## src/rtl/mm_mem_access_ctrl_pkg.sv

```systemverilog
// Shared types for the MM-stage data-memory access controller.
package mm_mem_access_ctrl_pkg;

    typedef enum logic [1:0] {IDLE, REQ, WAIT, DONE} mm_state_t;

    localparam int REG_ADDR_W = 5;

endpackage

```

## src/rtl/mm_mem_access_ctrl_if.sv

```systemverilog
// Data-memory valid/ready request and response-pulse port.
interface mm_mem_access_ctrl_if #(
    parameter int DATA_WIDTH = 32
);

    logic                  mem_req_valid;
    logic                  mem_req_ready;
    logic                  mem_req_we;
    logic [DATA_WIDTH-1:0] mem_req_addr;
    logic [DATA_WIDTH-1:0] mem_req_wdata;
    logic                  mem_rsp_valid;
    logic [DATA_WIDTH-1:0] mem_rsp_rdata;

    modport master (
        output mem_req_valid,
        output mem_req_we,
        output mem_req_addr,
        output mem_req_wdata,
        input  mem_req_ready,
        input  mem_rsp_valid,
        input  mem_rsp_rdata
    );

    modport slave (
        input  mem_req_valid,
        input  mem_req_we,
        input  mem_req_addr,
        input  mem_req_wdata,
        output mem_req_ready,
        output mem_rsp_valid,
        output mem_rsp_rdata
    );

endinterface

```

## src/rtl/mm_mem_access_ctrl.sv

```systemverilog
// MM-stage controller: turns the EX/MM load/store into one memory transaction,
// stalls the pipeline until it completes, and reports load data or errors.
module mm_mem_access_ctrl
    import mm_mem_access_ctrl_pkg::*;
#(
    parameter int DATA_WIDTH     = 32,
    parameter int TIMEOUT_CYCLES = 64,
    parameter int CNT_W          = $clog2(TIMEOUT_CYCLES + 1)
) (
    input  logic                  clk,
    input  logic                  rst,
    input  logic                  mem_read_in,
    input  logic                  mem_write_in,
    input  logic                  reg_write_in,
    input  logic [DATA_WIDTH-1:0] addr_in,
    input  logic [DATA_WIDTH-1:0] wdata_in,
    input  logic [REG_ADDR_W-1:0] rd_in,
    output logic                  stall_out,
    mm_mem_access_ctrl_if.master  mem,
    output logic                  load_valid_out,
    output logic [DATA_WIDTH-1:0] load_data_out,
    output logic [REG_ADDR_W-1:0] rd_out,
    output logic                  err_out
);

    mm_state_t             r_state;
    mm_state_t             w_next;
    logic [CNT_W-1:0]      r_cnt;
    logic [REG_ADDR_W-1:0] r_rd;
    logic                  r_reg_write;

    logic w_access;
    logic w_aligned;
    logic w_start;
    logic w_illegal;
    logic w_busy;
    logic w_handshake;
    logic w_rsp;
    logic w_timeout;

    assign w_access    = mem_read_in ^ mem_write_in;
    assign w_aligned   = (addr_in[1:0] == 2'b00);
    assign w_start     = (r_state == IDLE) && w_access && w_aligned;
    assign w_illegal   = (r_state == IDLE) &&
                         ((mem_read_in && mem_write_in) || (w_access && !w_aligned));
    assign w_busy      = (r_state == REQ) || (r_state == WAIT);
    assign w_handshake = (r_state == REQ) && mem.mem_req_valid && mem.mem_req_ready;
    assign w_rsp       = (r_state == WAIT) && mem.mem_rsp_valid;
    // Last busy cycle: the counter would reach TIMEOUT_CYCLES at this edge.
    assign w_timeout   = w_busy && (r_cnt == CNT_W'(TIMEOUT_CYCLES - 1));

    always_ff @(posedge clk or posedge rst) begin
        if (rst) begin
            r_state <= IDLE;
        end else begin
            r_state <= w_next;
        end
    end

    always_comb begin
        w_next = r_state;
        case (r_state)
            IDLE: if (w_start) w_next = REQ;
            REQ: begin
                if (w_timeout) begin
                    w_next = DONE;
                end else if (w_handshake) begin
                    w_next = WAIT;
                end
            end
            WAIT: begin
                if (w_rsp || w_timeout) begin
                    w_next = DONE;
                end
            end
            DONE:    w_next = IDLE;
            default: w_next = IDLE;
        endcase
    end

    always_comb begin
        stall_out = 1'b0;
        if (!rst) begin
            case (r_state)
                IDLE:    stall_out = w_start;
                REQ:     stall_out = 1'b1;
                WAIT:    stall_out = 1'b1;
                default: stall_out = 1'b0;
            endcase
        end
    end

    always_ff @(posedge clk or posedge rst) begin
        if (rst) begin
            r_cnt <= '0;
        end else if (w_start) begin
            r_cnt <= '0;
        end else if (w_busy) begin
            r_cnt <= r_cnt + 1'b1;
        end
    end

    always_ff @(posedge clk or posedge rst) begin
        if (rst) begin
            mem.mem_req_valid <= 1'b0;
            mem.mem_req_we    <= 1'b0;
            mem.mem_req_addr  <= '0;
            mem.mem_req_wdata <= '0;
            r_rd              <= '0;
            r_reg_write       <= 1'b0;
        end else if (w_start) begin
            mem.mem_req_valid <= 1'b1;
            mem.mem_req_we    <= mem_write_in;
            mem.mem_req_addr  <= addr_in;
            mem.mem_req_wdata <= wdata_in;
            r_rd              <= rd_in;
            r_reg_write       <= reg_write_in;
        end else if (w_handshake || (r_state == REQ && w_timeout)) begin
            mem.mem_req_valid <= 1'b0;
        end
    end

    // A response in the timeout cycle still counts as a normal completion.
    always_ff @(posedge clk or posedge rst) begin
        if (rst) begin
            load_valid_out <= 1'b0;
            load_data_out  <= '0;
            rd_out         <= '0;
            err_out        <= 1'b0;
        end else begin
            load_valid_out <= 1'b0;
            err_out        <= w_illegal;
            if (w_rsp) begin
                if (!mem.mem_req_we && r_reg_write) begin
                    load_valid_out <= 1'b1;
                    load_data_out  <= mem.mem_rsp_rdata;
                    rd_out         <= r_rd;
                end
            end else if (w_timeout) begin
                err_out <= 1'b1;
            end
        end
    end

endmodule

```

## src/flat_wrapper.sv

```systemverilog
// flat-port wrapper written by rule: the top's interface ports become plain ports
module mm_mem_access_ctrl_flat import mm_mem_access_ctrl_pkg::*;
#(
    parameter int DATA_WIDTH     = 32,
    parameter int TIMEOUT_CYCLES = 64,
    parameter int CNT_W          = $clog2(TIMEOUT_CYCLES + 1)
)
  (clk, rst, mem_read_in, mem_write_in, reg_write_in, addr_in, wdata_in, rd_in, stall_out, load_valid_out, load_data_out, rd_out, err_out, mem_mem_req_valid, mem_mem_req_we, mem_mem_req_addr, mem_mem_req_wdata, mem_mem_req_ready, mem_mem_rsp_valid, mem_mem_rsp_rdata);
  mm_mem_access_ctrl_if #(.DATA_WIDTH(DATA_WIDTH)) mem_i ();
  input  logic clk;
  input  logic rst;
  input  logic mem_read_in;
  input  logic mem_write_in;
  input  logic reg_write_in;
  input  logic [DATA_WIDTH-1:0] addr_in;
  input  logic [DATA_WIDTH-1:0] wdata_in;
  input  logic [REG_ADDR_W-1:0] rd_in;
  output logic stall_out;
  output logic load_valid_out;
  output logic [DATA_WIDTH-1:0] load_data_out;
  output logic [REG_ADDR_W-1:0] rd_out;
  output logic err_out;
  output wire logic [$bits(mem_i.mem_req_valid)-1:0] mem_mem_req_valid;
  output wire logic [$bits(mem_i.mem_req_we)-1:0] mem_mem_req_we;
  output wire logic [$bits(mem_i.mem_req_addr)-1:0] mem_mem_req_addr;
  output wire logic [$bits(mem_i.mem_req_wdata)-1:0] mem_mem_req_wdata;
  input wire logic [$bits(mem_i.mem_req_ready)-1:0] mem_mem_req_ready;
  input wire logic [$bits(mem_i.mem_rsp_valid)-1:0] mem_mem_rsp_valid;
  input wire logic [$bits(mem_i.mem_rsp_rdata)-1:0] mem_mem_rsp_rdata;
  assign mem_mem_req_valid = mem_i.mem_req_valid;
  assign mem_mem_req_we = mem_i.mem_req_we;
  assign mem_mem_req_addr = mem_i.mem_req_addr;
  assign mem_mem_req_wdata = mem_i.mem_req_wdata;
  assign mem_i.mem_req_ready = mem_mem_req_ready;
  assign mem_i.mem_rsp_valid = mem_mem_rsp_valid;
  assign mem_i.mem_rsp_rdata = mem_mem_rsp_rdata;
  mm_mem_access_ctrl #(.DATA_WIDTH(DATA_WIDTH), .TIMEOUT_CYCLES(TIMEOUT_CYCLES), .CNT_W(CNT_W)) u_core (.clk(clk), .rst(rst), .mem_read_in(mem_read_in), .mem_write_in(mem_write_in), .reg_write_in(reg_write_in), .addr_in(addr_in), .wdata_in(wdata_in), .rd_in(rd_in), .stall_out(stall_out), .mem(mem_i), .load_valid_out(load_valid_out), .load_data_out(load_data_out), .rd_out(rd_out), .err_out(err_out));
endmodule
```

## config.mk

```make
export PLATFORM = sky130hd
export DESIGN_NAME = mm_mem_access_ctrl_flat
export DESIGN_NICKNAME = d
export VERILOG_FILES = /design/src/rtl/mm_mem_access_ctrl_pkg.sv /design/src/rtl/mm_mem_access_ctrl_if.sv /design/src/rtl/mm_mem_access_ctrl.sv /design/src/flat_wrapper.sv
export SDC_FILE = /design/constraint.sdc
export NUM_CORES = 1
export LEC_CHECK = 0
export BUFFER_PORTS_ARGS = -buffer_cell sky130_fd_sc_hd__buf_2
export CORE_AREA = 2 2 96 117
export CTS_BUF_LIST = sky130_fd_sc_hd__clkbuf_8
export CTS_CLUSTER_DIAMETER = 200
export DETAILED_ROUTE_END_ITERATION = 6
export DIE_AREA = 0 0 98 119
export GPL_TIMING_DRIVEN = 0
export PLACE_DENSITY = 0.79
export SYNTH_ARGS = -nofsm -noshare
export SYNTH_HDL_FRONTEND = slang
export SYNTH_SLANG_ARGS = --single-unit
export TNS_END_PERCENT = 20
```

## constraint.sdc

```tcl
create_clock -name clk -period 3.61 [get_ports clk]
set_input_delay 0 -clock clk [delete_from_list [all_inputs] [get_ports clk]]
set_output_delay 0 -clock clk [all_outputs]
set_load 0.01 [all_outputs]
```

==> results.toml, run 1 <==
[run_status]
status = "finished clean"

[yosys]
synth_top_cells_by_area = "sky130_fd_sc_hd__dfrtp_1 (58%), sky130_fd_sc_hd__mux2_4 (26%), sky130_fd_sc_hd__mux2_2 (3.9%)"
postSynthRegisterBits = 120
top_flip_flop_cell_by_instance_count_after_synthesis = "sky130_fd_sc_hd__dfrtp_1"
synthDominantCellAreaShare_pct = 58.39
postSynthAreaPerCell_um2 = 17.20
netlist_top_cells_count = "sky130_fd_sc_hd__dfrtp_1 (120), sky130_fd_sc_hd__mux2_4 (88), sky130_fd_sc_hd__mux2_2 (18)"
synth_top_cell_by_area = "sky130_fd_sc_hd__dfrtp_1"
syn-cell-area_mm2 = 0.005142
syn_inst = 299
post-synth-top-count-cell = "sky130_fd_sc_hd__dfrtp_1"
number_of_enable_flip_flop_cells_after_synthesis = 0
netlist-cell-type-count = 37
asyncSetResetFlopFracSynth_pct = 100.0
number_of_warnings_reported_in_the_yosys_synthesis_log = 0
synth_nets = 413
synth_sequential_area_ratio_pct = 58.39

[worst_setup_path]
critical-path-slowest-cell = "sky130_fd_sc_hd__dlygate4sd3_1"
timing.rr.end = "u_core.err_out$_DFF_PP0_"
r2r_slack_ns = 1.52
critical_path_sink = "u_core.err_out$_DFF_PP0_"
crit_required_ns = 3.91
timing.setup.critical_path_class = "flip-flop to flip-flop"
critical_path.startpoint_type = "flip-flop"
reg2regPathDepth = 7
cp_slowest_stage_delay_ns = 0.57
cp-end-kind = "flip-flop"
critical_path.cell_chain = "inv_1 > ha_1 > buf_4 > and3_1 > nand2_1 > o21ai_0 > dlygate4sd3_1"
critical_path.reg2reg.startpoint = "u_core.r_state[0]$_DFFE_PP0P_"
cp_startpoint = "u_core.r_state[0]$_DFFE_PP0P_"
timing.critical_path.fanout_max = 8
critical_path_arrival_ns = 2.39

[placement]
final_replace_weighted_congestion = 0.7825
hpwlAfterDp_um = 7919
io_buffer_count = 213
placedInstanceArea_mm2 = 0.006406

[final_layout]
design.final.nets = 751
area.growth.synth_to_final_pct = 53.72
fillerInstances = 627
final_layout_size_suffix_gt1_share_pct = 57.08
fin_util_pct = 74.10
fin_area_mm2 = 0.007905

[timing]
report.final.hold_viol_count = 0
setup_total_neg_slack_ns = 0
drv_slew = 0
setup_viol_count_final = 0
min_tclk_post_route_ns = 2.087
grt_setup_unrepaired = "false"
final.period_utilization_pct = 57.82
actual_transition_at_the_worst_max_transition_pin_ns = 0.4241
worst_clock_skew_ns = 0.008804
fmax_mhz = 479.0
slew_headroom_pct = 71.73
hold_slack_ns = 0.07930

[detailed_routing]
detailedRoute.firstIterationViolations = 116
pre_repair_dr_iteration_count = 5
vias = 3775
routed_wire_length_per_instance_um = 17.28
post-route-drc-count = 0
route.antenna.remaining_nets = 0
avgViaCountPerCell = 4.821
drt_wl_total_um = 13530

[power_and_ir_drop]
netSwitchingFraction_pct = 22.36
comb_power_share_pct = 6.6
totalPowerFinal_mw = 2.888
cellInternalPower_mw = 2.242
clock_power_share_pct = 46.9
power-per-cell-area_mw_per_mm2 = 365.3
static-leakage-power_nw = 4.365
power.ir.vdd_worst_mv = 0.2888
p_seq_share_pct = 46.5
net-switching-power_uw = 645.6

[flow_run]
max_cap_violations = 0

[cts]
clock_buffer_count_from_cts = 17
cts.sinks = 120
worst_setup_hold_path_clk_slew_ns = 0.07
clock_insertion_delay_worst_skew_ns = 0.43
tritoncts = "built"
clk_root_buffer_cell = "sky130_fd_sc_hd__clkbuf_8"
post-cts-setup-buffers = 0
h-tree-depth = 4
clock_path_buffers = 2

[global_route]
grt_start_max_net_pins = 77
first_pass_grt_wire_length_um = 21480
grtUsageTotal_pct = 23.59
globalRoute.totalOverflow = 0
first_global_vias = 4127
number_of_antenna_violations_at_the_first_check_in_global_routing = 1

[floorplan]
std_cell_rows = 42
core_region_area_mm2 = 0.01067
fp.dieH_um = 119
horizontal_die_dimension_um = 98
fp.dieArea_mm2 = 0.01166
initial_utilization_pct = 48.21
ioPinCount = 214

[min_path]
min-delay-path-class = "input port to flip-flop"
## cells in the final DEF (no fill, tap or decap), types with 2 or more instances in the layout
cell                            instances
sky130_fd_sc_hd__bufinv_16              4
sky130_fd_sc_hd__nor2_1                 8
sky130_fd_sc_hd__o21ai_0                5
sky130_fd_sc_hd__inv_1                  4
sky130_fd_sc_hd__nand2_1                5
sky130_fd_sc_hd__dfrtp_1              120
sky130_fd_sc_hd__a21oi_1                2
sky130_fd_sc_hd__buf_2                214
sky130_fd_sc_hd__nand3_1                2
sky130_fd_sc_hd__buf_12                 7
sky130_fd_sc_hd__mux2_2                18
sky130_fd_sc_hd__ha_1                   6
sky130_fd_sc_hd__buf_6                  4
sky130_fd_sc_hd__nor2b_1                4
sky130_fd_sc_hd__clkinvlp_4             4
sky130_fd_sc_hd__dlygate4sd3_1        105
sky130_fd_sc_hd__clkinv_4               2
sky130_fd_sc_hd__mux2_4                88
sky130_fd_sc_hd__clkbuf_8              18
sky130_fd_sc_hd__inv_6                  4
sky130_fd_sc_hd__xor2_1                 3
## area by class of cell
class,instances,area [µm²],share of cell area [%]
antenna,1,2.502,0.03166
sequential,120,3003,37.99
inverter,4,20.02,0.2532
multi-input combinational,161,1912,24.18
timing repair buffer,319,2145,27.13
tap,132,165.2,2.089
buffer,14,212.7,2.691
clock buffer,18,247.7,3.134
clock inverter,14,197.7,2.501
## routing by layer
| metal | part of all wire, % | global-route usage, % | up-vias |
|---|---|---|---|
| met5 | 0 | 0 | - |
| met4 | 2.7 | 9.115 | 0 |
| met3 | 4.7 | 5.282 | 28 |
| met2 | 55 | 43.32 | 142 |
| met1 | 37 | 26.33 | 1884 |
| li1 | - | - | 1721 |
## sequential cells by signal, summed over array words and instances, names as in the netlist
name,cells
u_core.err_out,1
u_core.load_data_out,32
u_core.load_valid_out,1
u_core.mem.mem_req_addr,32
u_core.mem.mem_req_valid,1
u_core.mem.mem_req_wdata,32
u_core.mem.mem_req_we,1
u_core.r_cnt,7
u_core.r_rd,5
u_core.r_reg_write,1
u_core.r_state,2
u_core.rd_out,5
## kinds of logic after synthesis
group / share of synthesized area [%]
AND/OR/NAND/NOR: 3.261
flip-flops: 58.39
AO/OA/AOI/OAI: 1.728
buffers and inverters: 4.428
multiplexers: 30.05
XOR/XNOR: 0.6814
adder cells (fa/ha/maj): 1.460
## critical path: cells and delay by family, from the launching register on
family,cells,cell delay [ns]
adder cells (fa/ha/maj),1,0.31
AND/OR/NAND/NOR,2,0.31
buffers and inverters,3,0.84
AO/OA/AOI/OAI,1,0.08
flip-flops,1,0.44
## power by group through the flow
stage / clock network (mW) / logic [mW] / registers, mW
finish: 1.35 / 0.190 / 1.34
global route: 1.44 / 0.207 / 1.34
CTS: 1.37 / 0.186 / 1.34
detailed placement: 0 / 0.0978 / 1.37
global placement: 0 / 0.0881 / 1.37
floorplan: 0 / 0.0258 / 1.37
## repair_timing
| item | CTS | global route |
|---|---|---|
| endpoints found under the setup margin | 0 | 0 |
| gates resized for setup | 0 | 0 |
| hold buffers | 105 | 0 |
| hold endpoints to repair | 147 | 0 |
## through the flow
stage               instances  setup slack, ns
floorplan                 299           0.4242
global placement          644          -0.7496
detailed placement        645            1.681
CTS                       782            1.502
global route              783            1.389
finish                    783            1.523
## how the worst min path moves through the flow
stage / from / end / slack, ns / depth (start not counted)
6_report: addr_in[1] / u_core.r_state[1]$_DFFE_PP0P_ / 0.08 / 5
5_1_grt: addr_in[1] / u_core.r_state[0]$_DFFE_PP0P_ / 0.07 / 5
4_1_cts: addr_in[1] / u_core.r_state[1]$_DFFE_PP0P_ / 0.06 / 5
3_5_place_dp: rst / u_core.r_cnt[4]$_DFFE_PP0P_ / 0.05 / 2
3_3_place_gp: wdata_in[8] / u_core.mem.mem_req_wdata[8]$_DFFE_PP0P_ / 0.23 / 2
2_1_floorplan: rst / stall_out / 0.05 / 1
Power figures use the tool's default switching activity.
==> inputs of run 2 (changes only) <==
==> constraint.sdc (replaced) <==
create_clock -name clk -period 2.1 [get_ports clk]
set_input_delay 0 -clock clk [delete_from_list [all_inputs] [get_ports clk]]
set_output_delay 0 -clock clk [all_outputs]
set_load 0.01 [all_outputs]
==> results.toml, run 2 (same netlist as run 1, synthesis figures left out) <==
[run_status]
status = "finished clean"

[global_route]
globalRoute.totalOverflow = 0
first_pass_grt_wire_length_um = 22140
grt_start_max_net_pins = 47
grtUsageTotal_pct = 24.31
first_global_vias = 4241
number_of_antenna_violations_at_the_first_check_in_global_routing = 1

[timing]
setup_viol_count_final = 0
fmax_mhz = 495.9
actual_transition_at_the_worst_max_transition_pin_ns = 0.8111
final.period_utilization_pct = 96.03
drv_slew = 0
hold_slack_ns = 0.09225
setup_total_neg_slack_ns = 0
min_tclk_post_route_ns = 2.017
worst_clock_skew_ns = 0.009461
report.final.hold_viol_count = 0
slew_headroom_pct = 45.82

[power_and_ir_drop]
totalPowerFinal_mw = 4.543
power-per-cell-area_mw_per_mm2 = 575.3
static-leakage-power_nw = 4.352
power.ir.vdd_worst_mv = 0.4732

[worst_setup_path]
critical_path_arrival_ns = 2.02
timing.setup.critical_path_class = "flip-flop to output pin"
r2r_slack_ns = 0.18
critical_path.startpoint_type = "flip-flop"
timing.critical_path.fanout_max = 10
cp-end-kind = "output pin"
critical_path.reg2reg.startpoint = "u_core.r_state[0]$_DFFE_PP0P_"
crit_required_ns = 2.10
timing.rr.end = "u_core.r_state[1]$_DFFE_PP0P_"
reg2regPathDepth = 7

[cts]
clock_path_buffers = 2
clock_buffer_count_from_cts = 17
cts.sinks = 120
tritoncts = "built"
worst_setup_hold_path_clk_slew_ns = 0.07
h-tree-depth = 4
clk_root_buffer_cell = "sky130_fd_sc_hd__clkbuf_8"
clock_insertion_delay_worst_skew_ns = 0.42

[min_path]
min-delay-start = "addr_in[1]"
min-delay-path-class = "input port to flip-flop"
min_delay_worst_endpoint = "u_core.r_state[0]$_DFFE_PP0P_"
min_delay_path_depth = 5

[final_layout]
fillerInstances = 650
biggestRegsByFlops = "u_core.load_data_out (32), u_core.mem.mem_req_addr (32), u_core.mem.mem_req_wdata (32)"
final_cell_mix = "sky130_fd_sc_hd__buf_2 (214), sky130_fd_sc_hd__dfrtp_1 (118), sky130_fd_sc_hd__dlygate4sd3_1 (106)"
design.final.nets = 756
area.growth.synth_to_final_pct = 53.55
final_layout_size_suffix_gt1_share_pct = 58.17
layout.cells.most_common = "sky130_fd_sc_hd__buf_2"
stdcell_count = 788

[placement]
dp_cells = 646
io_buffer_count = 213
final_replace_weighted_congestion = 0.7744
hpwlAfterDp_um = 8389

[floorplan]
fp.dieH_um = 119
ioPinCount = 214
initial_utilization_pct = 48.21
std_cell_rows = 42
core_region_area_mm2 = 0.01067
horizontal_die_dimension_um = 98
fp.dieArea_mm2 = 0.01166

[detailed_routing]
detailedRoute.firstIterationViolations = 97
vias = 3784
route.antenna.remaining_nets = 0
routed_wire_length_per_instance_um = 17.89
pre_repair_dr_iteration_count = 4
post-route-drc-count = 0
avgViaCountPerCell = 4.802
drt_wl_total_um = 14090

[flow_run]
max_cap_violations = 0
## run 2: worst max-delay path by stage
stage | from | to | slack (ns)
floorplan | u_core.r_state[0]$_DFFE_PP0P_ | u_core.r_state[1]$_DFFE_PP0P_ | 0.33
global placement | rst | u_core.mem.mem_req_wdata[23]$_DFFE_PP0P_ | -0.01
detailed placement | u_core.r_state[0]$_DFFE_PP0P_ | u_core.r_state[1]$_DFFE_PP0P_ | 0.13
CTS | u_core.r_state[1]$_DFFE_PP0P_ | stall_out | 0.006
global route | u_core.r_state[0]$_DFFE_PP0P_ | stall_out | -0.02
finish | u_core.r_state[0]$_DFFE_PP0P_ | stall_out | 0.08
## run 2: cell type report
class,count,area [µm²],area share [%]
Timing Repair Buffer,324,2190,27.73
Sequential cell,120,3005,38.06
Buffer,14,217.7,2.757
Antenna cell,1,2.502,0.03169
Clock buffer,19,261.5,3.312
Clock inverter,13,106.4,1.347
Inverter,4,18.77,0.2377
Tap cell,132,165.2,2.092
Multi-Input combinational cell,161,1929,24.43
## run 2: metrics by stage
step	area, µm²	util, %	setup WS (ns)
6_report	7896	74.02	0.08332
3_3_place_gp	6377	59.78	-0.01242
5_1_grt	7896	74.02	-0.02465
4_1_cts	7849	73.57	0.006457
2_1_floorplan	5146	-	0.3334
3_5_place_dp	6417	60.16	0.1263
## run 2: power by group
group / switching [mW] / internal, mW
Sequential: 0 / 2.31
Combinational: 0.120 / 0.213
Clock: 0.915 / 0.984
Total: 1.04 / 3.51
## run 2: critical path, stage by stage (launching register included)
cell and delay, ns:
sky130_fd_sc_hd__dfrtp_2 0.45, sky130_fd_sc_hd__inv_2 0.11, sky130_fd_sc_hd__ha_4 0.16, sky130_fd_sc_hd__and3_4 0.19, sky130_fd_sc_hd__buf_12 0.16, sky130_fd_sc_hd__buf_6 0.15, sky130_fd_sc_hd__nor2_1 0.06, sky130_fd_sc_hd__nor3_2 0.16
sky130_fd_sc_hd__buf_2 0.16
## run 2: what timing repair did
item	CTS	global route
endpoints found under the hold margin	136	0
endpoints found under the setup margin	1	2
buffers inserted	0	3
hold buffers	106	0
pin swaps	0	1
gates resized for setup	1	7
## run 2: metal layers
layer / track usage [%] / routed length (µm) / vias to the layer above
li1: - / - / 1728
met1: 26.80 / 5071 / 1882
met2: 44.22 / 7907 / 139
met3: 5.751 / 693 / 35
met4: 10.50 / 422 / 0
met5: 0 / 0 / -
